### config.mk
export PLATFORM = sky130hd
export DESIGN_NAME = cnu_minsum_serial_flat
export DESIGN_NICKNAME = d
export VERILOG_FILES = /design/src/rtl/ldpc_pkg.sv /design/src/rtl/cnu_minsum_serial_if.sv /design/src/rtl/cnu_min_fold.sv /design/src/rtl/cnu_minsum_serial.sv /design/src/flat_wrapper.sv
export SDC_FILE = /design/constraint.sdc
export NUM_CORES = 1
export LEC_CHECK = 0
export CORE_UTILIZATION = 30
export CTS_CLUSTER_SIZE = 14
export DETAILED_ROUTE_END_ITERATION = 10
export GPL_TIMING_DRIVEN = 0
export HOLD_SLACK_MARGIN = 0.12
export PLACE_DENSITY = 0.6
export SKIP_CTS_REPAIR_TIMING = 1
export SYNTH_ARGS = -nofsm -noshare
export SYNTH_HDL_FRONTEND = slang
export SYNTH_SLANG_ARGS = --single-unit
### constraint.sdc
create_clock -name clk -period 1.95 [get_ports clk]
set_clock_uncertainty 0.2 [all_clocks]
set_input_delay 0.195 -clock clk [delete_from_list [all_inputs] [get_ports clk]]
set_output_delay 0.195 -clock clk [all_outputs]
set_load 0.01 [all_outputs]
### src/rtl/ldpc_pkg.sv
// Shared LDPC message widths, field positions, bank states and the
// saturating magnitude subtract used by the check-node units.
package ldpc_pkg;
  localparam int VNU_MSG_W = 6;
  localparam int CNU_MSG_W = 5;
  localparam int MAG_W     = 4;
  localparam int HD_BIT    = 5;
  localparam int SGN_BIT   = 4;

  typedef enum logic {COL_FILL, COL_FULL} col_state_t;
  typedef enum logic {EMT_IDLE, EMT_BUSY} emt_state_t;

  function automatic logic [MAG_W-1:0] sm_sat_sub(input logic [MAG_W-1:0] mag,
                                                  input logic [MAG_W-1:0] off);
    return (mag > off) ? mag - off : '0;
  endfunction
endpackage

### src/rtl/cnu_minsum_serial_if.sv
// Edge-message streams between the VNU side and the serial CNU.
// The slave modport is the CNU, the master modport is its environment.
interface cnu_minsum_serial_if
  import ldpc_pkg::*;
#(
  parameter int DC = 6
) ();
  localparam int IW = (DC > 1) ? $clog2(DC) : 1;

  logic                 in_valid;
  logic                 in_ready;
  logic [VNU_MSG_W-1:0] in_msg;
  logic                 out_valid;
  logic                 out_ready;
  logic [CNU_MSG_W-1:0] out_msg;
  logic [IW-1:0]        out_idx;
  logic                 out_last;
  logic                 out_parity;

  modport slave (
    input  in_valid, in_msg, out_ready,
    output in_ready, out_valid, out_msg, out_idx, out_last, out_parity
  );

  modport master (
    output in_valid, in_msg, out_ready,
    input  in_ready, out_valid, out_msg, out_idx, out_last, out_parity
  );
endinterface

### src/rtl/cnu_min_fold.sv
// Folds one edge magnitude into the running (min1, min2, index-of-min1) triple.
// Strict compares keep the earliest index on ties and let an equal value become min2.
module cnu_min_fold
  import ldpc_pkg::*;
#(
  parameter int IW = 3
) (
  input  logic [MAG_W-1:0] min1,
  input  logic [MAG_W-1:0] min2,
  input  logic [IW-1:0]    idx,
  input  logic [MAG_W-1:0] mag,
  input  logic [IW-1:0]    pos,
  output logic [MAG_W-1:0] min1_nxt,
  output logic [MAG_W-1:0] min2_nxt,
  output logic [IW-1:0]    idx_nxt
);
  always_comb begin
    min1_nxt = min1;
    min2_nxt = min2;
    idx_nxt  = idx;
    if (mag < min1) begin
      min2_nxt = min1;
      min1_nxt = mag;
      idx_nxt  = pos;
    end else if (mag < min2) begin
      min2_nxt = mag;
    end
  end
endmodule

### src/rtl/cnu_minsum_serial.sv
// Serial offset-min-sum check node: collects DC edges into one bank while the
// other bank streams the check-to-variable messages, plus the check parity bit.
module cnu_minsum_serial
  import ldpc_pkg::*;
#(
  parameter int DC     = 6,
  parameter int OFFSET = 0
) (
  input logic               clk,
  input logic               rst,
  cnu_minsum_serial_if.slave bus
);
  localparam int IW = (DC > 1) ? $clog2(DC) : 1;
  localparam logic [IW-1:0]    LAST = IW'(DC - 1);
  localparam logic [MAG_W-1:0] OFF  = MAG_W'(OFFSET);

  col_state_t       col_st;
  logic [IW-1:0]    cnt;
  logic [MAG_W-1:0] c_min1, c_min2;
  logic [IW-1:0]    c_idx;
  logic             c_sgn, c_par;
  logic [DC-1:0]    c_signs;

  emt_state_t       emt_st;
  logic [IW-1:0]    e_pos;
  logic [MAG_W-1:0] e_min1, e_min2;
  logic [IW-1:0]    e_idx;
  logic             e_sgn, e_par;
  logic [DC-1:0]    e_signs;

  logic [MAG_W-1:0] f_min1, f_min2;
  logic [IW-1:0]    f_idx;
  logic [MAG_W-1:0] in_mag;
  logic             in_sgn, in_hd;
  logic             accept, beat, last_beat, xfer;
  logic [MAG_W-1:0] sel_mag;

  assign in_mag = bus.in_msg[MAG_W-1:0];
  assign in_sgn = bus.in_msg[SGN_BIT];
  assign in_hd  = bus.in_msg[HD_BIT];

  assign bus.in_ready = (col_st == COL_FILL) && !rst;
  assign accept       = bus.in_valid && bus.in_ready;
  assign beat         = (emt_st == EMT_BUSY) && bus.out_ready;
  assign last_beat    = beat && (e_pos == LAST);
  // A full bank hands over when EMIT is idle or finishes in this very cycle.
  assign xfer         = (col_st == COL_FULL) && ((emt_st == EMT_IDLE) || last_beat);

  cnu_min_fold #(.IW(IW)) u_fold (
    .min1     (c_min1),
    .min2     (c_min2),
    .idx      (c_idx),
    .mag      (in_mag),
    .pos      (cnt),
    .min1_nxt (f_min1),
    .min2_nxt (f_min2),
    .idx_nxt  (f_idx)
  );

  always_ff @(posedge clk) begin
    if (rst || xfer) begin
      col_st  <= COL_FILL;
      cnt     <= '0;
      c_min1  <= '1;
      c_min2  <= '1;
      c_idx   <= '0;
      c_sgn   <= 1'b0;
      c_par   <= 1'b0;
      c_signs <= '0;
    end else if (accept) begin
      c_min1       <= f_min1;
      c_min2       <= f_min2;
      c_idx        <= f_idx;
      c_sgn        <= c_sgn ^ in_sgn;
      c_par        <= c_par ^ in_hd;
      c_signs[cnt] <= in_sgn;
      if (cnt == LAST) begin
        col_st <= COL_FULL;
        cnt    <= '0;
      end else begin
        cnt <= cnt + 1'b1;
      end
    end
  end

  always_ff @(posedge clk) begin
    if (rst) begin
      emt_st  <= EMT_IDLE;
      e_pos   <= '0;
      e_min1  <= '0;
      e_min2  <= '0;
      e_idx   <= '0;
      e_sgn   <= 1'b0;
      e_par   <= 1'b0;
      e_signs <= '0;
    end else if (xfer) begin
      emt_st  <= EMT_BUSY;
      e_pos   <= '0;
      e_min1  <= c_min1;
      e_min2  <= c_min2;
      e_idx   <= c_idx;
      e_sgn   <= c_sgn;
      e_par   <= c_par;
      e_signs <= c_signs;
    end else if (last_beat) begin
      emt_st <= EMT_IDLE;
      e_pos  <= '0;
    end else if (beat) begin
      e_pos <= e_pos + 1'b1;
    end
  end

  assign sel_mag        = (e_pos == e_idx) ? e_min2 : e_min1;
  assign bus.out_valid  = (emt_st == EMT_BUSY);
  assign bus.out_msg    = bus.out_valid ? {e_sgn ^ e_signs[e_pos], sm_sat_sub(sel_mag, OFF)} : '0;
  assign bus.out_idx    = e_pos;
  assign bus.out_last   = bus.out_valid && (e_pos == LAST);
  assign bus.out_parity = bus.out_valid && e_par;
endmodule

### src/flat_wrapper.sv
// flat-port wrapper written by rule: the top's interface ports become plain ports
module cnu_minsum_serial_flat import ldpc_pkg::*;
#(
  parameter int DC     = 6,
  parameter int OFFSET = 0
)
  (clk, rst, bus_in_valid, bus_in_msg, bus_out_ready, bus_in_ready, bus_out_valid, bus_out_msg, bus_out_idx, bus_out_last, bus_out_parity);
  cnu_minsum_serial_if #(.DC(DC)) bus_i ();
  input logic clk;
  input logic rst;
  input wire logic [$bits(bus_i.in_valid)-1:0] bus_in_valid;
  input wire logic [$bits(bus_i.in_msg)-1:0] bus_in_msg;
  input wire logic [$bits(bus_i.out_ready)-1:0] bus_out_ready;
  output wire logic [$bits(bus_i.in_ready)-1:0] bus_in_ready;
  output wire logic [$bits(bus_i.out_valid)-1:0] bus_out_valid;
  output wire logic [$bits(bus_i.out_msg)-1:0] bus_out_msg;
  output wire logic [$bits(bus_i.out_idx)-1:0] bus_out_idx;
  output wire logic [$bits(bus_i.out_last)-1:0] bus_out_last;
  output wire logic [$bits(bus_i.out_parity)-1:0] bus_out_parity;
  assign bus_i.in_valid = bus_in_valid;
  assign bus_i.in_msg = bus_in_msg;
  assign bus_i.out_ready = bus_out_ready;
  assign bus_in_ready = bus_i.in_ready;
  assign bus_out_valid = bus_i.out_valid;
  assign bus_out_msg = bus_i.out_msg;
  assign bus_out_idx = bus_i.out_idx;
  assign bus_out_last = bus_i.out_last;
  assign bus_out_parity = bus_i.out_parity;
  cnu_minsum_serial #(.DC(DC), .OFFSET(OFFSET)) u_core (.clk(clk), .rst(rst), .bus(bus_i));
endmodule
==> results of run 1 <==
[registers in the layout, indices dropped and copies added, names as in the netlist]
name and flops:
u_core.e_idx 3, u_core.e_min2 4, u_core.c_par 1, u_core.c_sgn 1
u_core.e_min1 4, u_core.c_min2 4, u_core.c_signs 6, u_core.c_min1 4
u_core.c_idx 3, u_core.bus.out_idx 3, u_core.e_sgn 1, u_core.e_signs 6
u_core.col_st 1, u_core.e_par 1, u_core.cnt 3, u_core.bus.out_valid 1
[per-layer routing]
metal | share of wire, % | wire (um)
met1 | 50 | 2400
met2 | 45 | 2130
met3 | 3.1 | 148
met4 | 2.0 | 97
met5 | 0 | 0
[metrics by stage]
step	hold WS [ns]	util (%)	power, mW	instance area (um^2)
detailed placement	0.236	36.1	1.16	2480
CTS	-0.0793	37.2	1.70	2550
finish	0.136	40.5	1.71	2780
floorplan	0.123	-	1.10	2160
global route	0.146	40.5	1.79	2780
global placement	0.229	36.1	1.16	2480
[final cells by class]
| cell class | instances | area (um^2) |
|---|---|---|
| Buffer | 11 | 87.6 |
| Clock buffer | 7 | 76.3 |
| Fill cell | 674 | 4090 |
| Inverter | 9 | 33.8 |
| Multi-Input combinational cell | 160 | 1210 |
| Sequential cell | 46 | 933 |
| Tap cell | 96 | 120 |
| Timing Repair Buffer | 36 | 317 |
[critical path, cell delays in order, from the launching register on]
cell     delay, ns
dfxtp_4       0.39
mux4_2        0.50
a22oi_2       0.21
xnor2_1       0.13
and2_1        0.13
buf_2         0.12
[kinds of logic (layout without fill, tap and decap cells)]
kind of cell	after synthesis	in the layout	share of synthesized area, %
and+or+nand+nor	79	79	18.1
DFF	46	46	42.7
muxes	39	39	18.7
AOI/OAI and AO/OA	27	27	8.29
buffers and inverters	20	63	4.69
adders and majority gates	8	8	4.64
xor gates and xnor gates	7	7	2.84
[worst paths after layout]
path / cells past startpoint / startpoint / end / slack, ns
setup / recovery: 5 / u_core.bus.out_idx[0] / bus_out_msg[4] / -0.22
hold / removal: 3 / bus_in_msg[3] / u_core.c_min1[3] / 0.14
setup reg to reg: 8 / u_core.bus.out_idx[1] / u_core.c_signs[5] / -0.06
hold reg to reg: 2 / u_core.c_signs[4] / u_core.c_signs[4] / 0.26
[cells in the mapped netlist (2+ instances only)]
cell type,n,share of area [%]
nand2_1,17,3.0
nor2b_1,7,2.0
buf_4,2,0.70
clkbuf_1,4,0.70
mux2i_1,37,17
a211oi_1,2,0.70
nor3b_1,2,0.70
xnor2_1,2,0.81
a21oi_1,12,2.8
buf_2,3,0.70
o21ai_0,2,0.46
nand3_1,7,1.6
xor2_1,5,2.0
dfxtp_1,46,43
o211ai_1,3,1.0
nor2_1,36,6.3
a22oi_1,3,1.0
inv_1,9,1.6
and2_1,2,0.58
ha_1,8,4.6
buf_6,2,1.0
[power groups by stage]
stage               Combinational (mW)  Sequential [mW]  Clock (mW)
floorplan                        0.112            0.990           0
global placement                 0.161            0.994           0
detailed placement               0.162            0.994           0
CTS                              0.164            0.972       0.569
global route                     0.214            0.973       0.605
finish                           0.195            0.970       0.550
==> impl_metrics.toml, run 1 <==
[floorplan]
coreArea_mm2 = 0.00687
fp.dieH_um = 86.8
core.rowCount = 30
die_width_um = 86.8
die-area_mm2 = 0.00754
ioPinCount = 22
start_util_pct = 31.4

[layout]
nNetsFinal = 287
final_cell_count_no_fill = 365
n_antenna_cell = 0
final_common_cell = "dfxtp_1"
drive_gt1_share_pct = 20.8
layout_common_cells = "dfxtp_1 (40), mux2i_1 (37), nor2_1 (35)"
area_delta_synth_final_pct = 28.9

[sta]
setup_viol = 15
fmax_mhz = 460
slew_viol_final = 0
tns_ns = -1.28
fin_crit_sh_pct = 111
fin_ws_ns = -0.223
hold_viol = 0
rsz0062_at_grt = "true"
tightestPinTransition_ns = 0.515
post-route-min-period_ns = 2.17
relSlewSlack_pct = 65.6

[pwr]
peakVddDrop_uv = 223
switching_share_pct = 24.2
power_frac_clock_pct = 32.1
switchingPower_mw = 0.415
combPwrFrac_pct = 11.4
power.leakage_nw = 1.15
p_seq_share_pct = 56.5
p_int_mw = 1.30
p_per_area_mw_per_mm2 = 616

[placement]
io_buffers = 20
gp_routability_congestion = 0.740
dp_hpwl_um = 3220
place_inst = 342
dpl_worst_slack_ns = -0.581

[clock_network]
cts_tree = "yes"
cts_htree_levels = 2
cts_buffers = 5
clk_pin_slew_ns = 0.08
clockRootBuffer = "clkbuf_8"
clk_path_buf_depth = 2
clkLatencyLatePin_ns = 0.29
cts_sinks = 46

[global_route]
antenna_found_initial = 0
grt_usage_pct = 13.1
met2_usage_pct = 19.7
grt_pass1_wl_um = 7510
globalRouteMet1Util_pct = 18.0
overflow = 0
grt_pass1_vias = 1509
grt_max_degree = 13
use_met3_pct = 2.67
top_usage_layer = "met2"

[min_path]
hold_path.class = "in -> reg"

[synthesis]
seq_area_frac_synth_pct = 42.7
async_flop_share_pct = 0
synth_edf_count = 0
synth_area_mm2 = 0.00216
ys_ff_latch = 46
syn_inst = 226
syn_area_per_cell_um2 = 9.55
yosys_warnings = 0
syn_nets = 244
ys.flop_type = "dfxtp_1"
synth_cell_types = 36

[routing]
post_drt_via_cell_ratio = 4.55
via_count = 1660
drt_iter0_drc = 77
drt-total-wl_um = 4770
avgRoutedWirePerCell_um = 13.1
first_pass_iters = 4
drc = 0
ant_nets = 0

[run_status]
failed_checks = "setup timing"
outcome = "finished with violations"

[flow_run]
maxCapViolations = 0

[worst_setup_path]
cp-start-kind = "flop"
cp-end-kind = "output pin"
cp.required_ns = 1.55
path_class = "reg -> out"
cp.arrival_ns = 1.78
crit_path_max_fanout = 6
Note: power is estimated with default switching activity, not from simulation.
==> inputs of run 2 (changes only) <==
--- a/config.mk
+++ b/config.mk
@@ -10,7 +10,7 @@
 export DETAILED_ROUTE_END_ITERATION = 10
 export GPL_TIMING_DRIVEN = 0
 export HOLD_SLACK_MARGIN = 0.12
-export PLACE_DENSITY = 0.6
+export PLACE_DENSITY = 0.58
 export SKIP_CTS_REPAIR_TIMING = 1
 export SYNTH_ARGS = -nofsm -noshare
 export SYNTH_HDL_FRONTEND = slang
==> run 2 against run 1 <==
Against the previous run:
- setup slack improved by 0.012 ns
- critical endpoint unchanged
- fmax increased by 0.57%
- sequential cell count unchanged
- largest cell class unchanged
- final cell count increased by 1.6%
- worst hold slack got worse by 0.030 ns
- sequential share of layout area decreased by 1.8 points
- design area increased by 5.9%
- sequential power about the same
- global-route usage decreased by 0.23 points
- die area unchanged
- the flow still finishes with violations (setup timing)
- utilization increased by 2.4 points
- clock-buffer cell count decreased by 2
==> impl_metrics.toml, run 2 (synthesized netlist as in run 1, its figures left out) <==
[run_status]
outcome = "finished with violations"
failed_checks = "setup timing"

[global_route]
grt_usage_pct = 12.9
grt_max_degree = 18
overflow = 0
grt_pass1_wl_um = 7520
antenna_found_initial = 0
grt_pass1_vias = 1507

[layout]
final_common_cell = "dfxtp_1"
area_delta_synth_final_pct = 36.5
n_antenna_cell = 0
final_util_pct = 42.9
top_regs = "u_core.c_signs: 6 flops, u_core.e_signs: 6 flops"
regArea_um2 = 935
multiInputGateArea_mm2 = 0.00128
fillCellCount = 679
layout_common_cells = "dfxtp_1 (39), mux2i_1 (36), nor2_1 (35)"
drive_gt1_share_pct = 26.5
nNetsFinal = 292

[sta]
fin_crit_sh_pct = 111
timing.hold.ws_ns = 0.106
hold_viol = 0
rsz0062_at_grt = "true"
post-route-min-period_ns = 2.16
setup_viol = 7
fmax_mhz = 463
relSlewSlack_pct = 67.9
slew_viol_final = 0
tns_ns = -0.953
fin_ws_ns = -0.210
tightestPinTransition_ns = 0.480

[worst_setup_path]
path_class = "reg -> out"
cp-start-kind = "flop"
cp.arrival_ns = 1.77
crit_path_max_fanout = 5
cp.required_ns = 1.55
cp-end-kind = "output pin"

[floorplan]
die_width_um = 86.8
coreArea_mm2 = 0.00687
ioPinCount = 22
core.rowCount = 30
start_util_pct = 31.4
die-area_mm2 = 0.00754
fp.dieH_um = 86.8

[routing]
first_pass_iters = 4
post_drt_via_cell_ratio = 4.65
via_count = 1726
ant_nets = 0
avgRoutedWirePerCell_um = 13.6
drt_iter0_drc = 36
drc = 0
drt-total-wl_um = 5060

[clock_network]
clk_pin_slew_ns = 0.10
cts_buffers = 5
cts_sinks = 46
cts_tree = "yes"
cts_htree_levels = 2
clkLatencyLatePin_ns = 0.31
clockRootBuffer = "clkbuf_8"
clk_path_buf_depth = 2

[min_path]
hold_path.class = "in -> reg"

[placement]
dp_hpwl_um = 3290
gp_routability_congestion = 0.738
io_buffers = 20

[pwr]
power.leakage_nw = 1.23
peakVddDrop_uv = 247
p_per_area_mw_per_mm2 = 621

[flow_run]
maxCapViolations = 0
==> run 2: changes by cell type in the layout (fill, tap and decap cells not counted), sizes merged <==
cell,change
dlygate4sd3,-1
clkinv,+1
buf,+5
inv,+2
dlymetal6s2s,+1
clkdlybuf4s50,-1
clkbuf,-1
==> run 2: worst paths after layout <==
check	start	end	slack (ns)	cells past startpoint
setup / recovery	u_core.bus.out_idx[0]	bus_out_msg[4]	-0.21	5
hold / removal	rst	u_core.cnt[2]	0.11	4
setup reg to reg	u_core.c_min1[3]	u_core.c_min2[1]	-0.02	7
hold reg to reg	u_core.c_signs[2]	u_core.c_signs[2]	0.26	2
==> run 2: metrics by stage <==
stage / setup slack, ns / instance area (um^2) / std cells / total power, mW
after global routing: -0.311 / 2950 / 371 / 1.91
after detailed placement: -0.541 / 2480 / 342 / 1.16
final: -0.210 / 2950 / 371 / 1.83
after global placement: -0.557 / 2480 / 342 / 1.16
after floorplan: 0.0173 / 2160 / 226 / 1.10
after CTS: -0.889 / 2580 / 350 / 1.79
==> run 2: power breakdown <==
| part | leakage, nW | total (mW) | internal, mW | switching [mW] |
|---|---|---|---|---|
| Combinational | 0.802 | 0.216 | 0.107 | 0.110 |
| Clock | 0.0506 | 0.641 | 0.269 | 0.373 |
| Sequential | 0.373 | 0.972 | 0.957 | 0.0146 |
| Total | 1.23 | 1.83 | 1.33 | 0.497 |
==> run 2: layout make-up <==
type / instances / area share, %
multi-input cells: 160 / 43.3
flip-flops and latches: 46 / 31.7
inverters: 9 / 1.15
well taps: 96 / 4.08
clock inverters: 3 / 0.977
plain buffers: 10 / 3.18
repair buffers: 42 / 13.2
clock buffers: 5 / 2.34
==> run 2: routing by layer <==
metal  vias to the layer above  global-route usage [%]  routed length, um
met5                         -                       0                  0
met4                         0                    5.45                 73
li1                        874                       -                  -
met1                       819                    17.4               2390
met3                         6                    1.52                110
met2                        27                    20.6               2480
==> run 2: critical path: stages (launching register included) <==
cell and delay, ns:
dfxtp_4 0.39, mux4_2 0.51, a22oi_2 0.20, xnor2_1 0.13, and2_1 0.12, buf_2 0.12
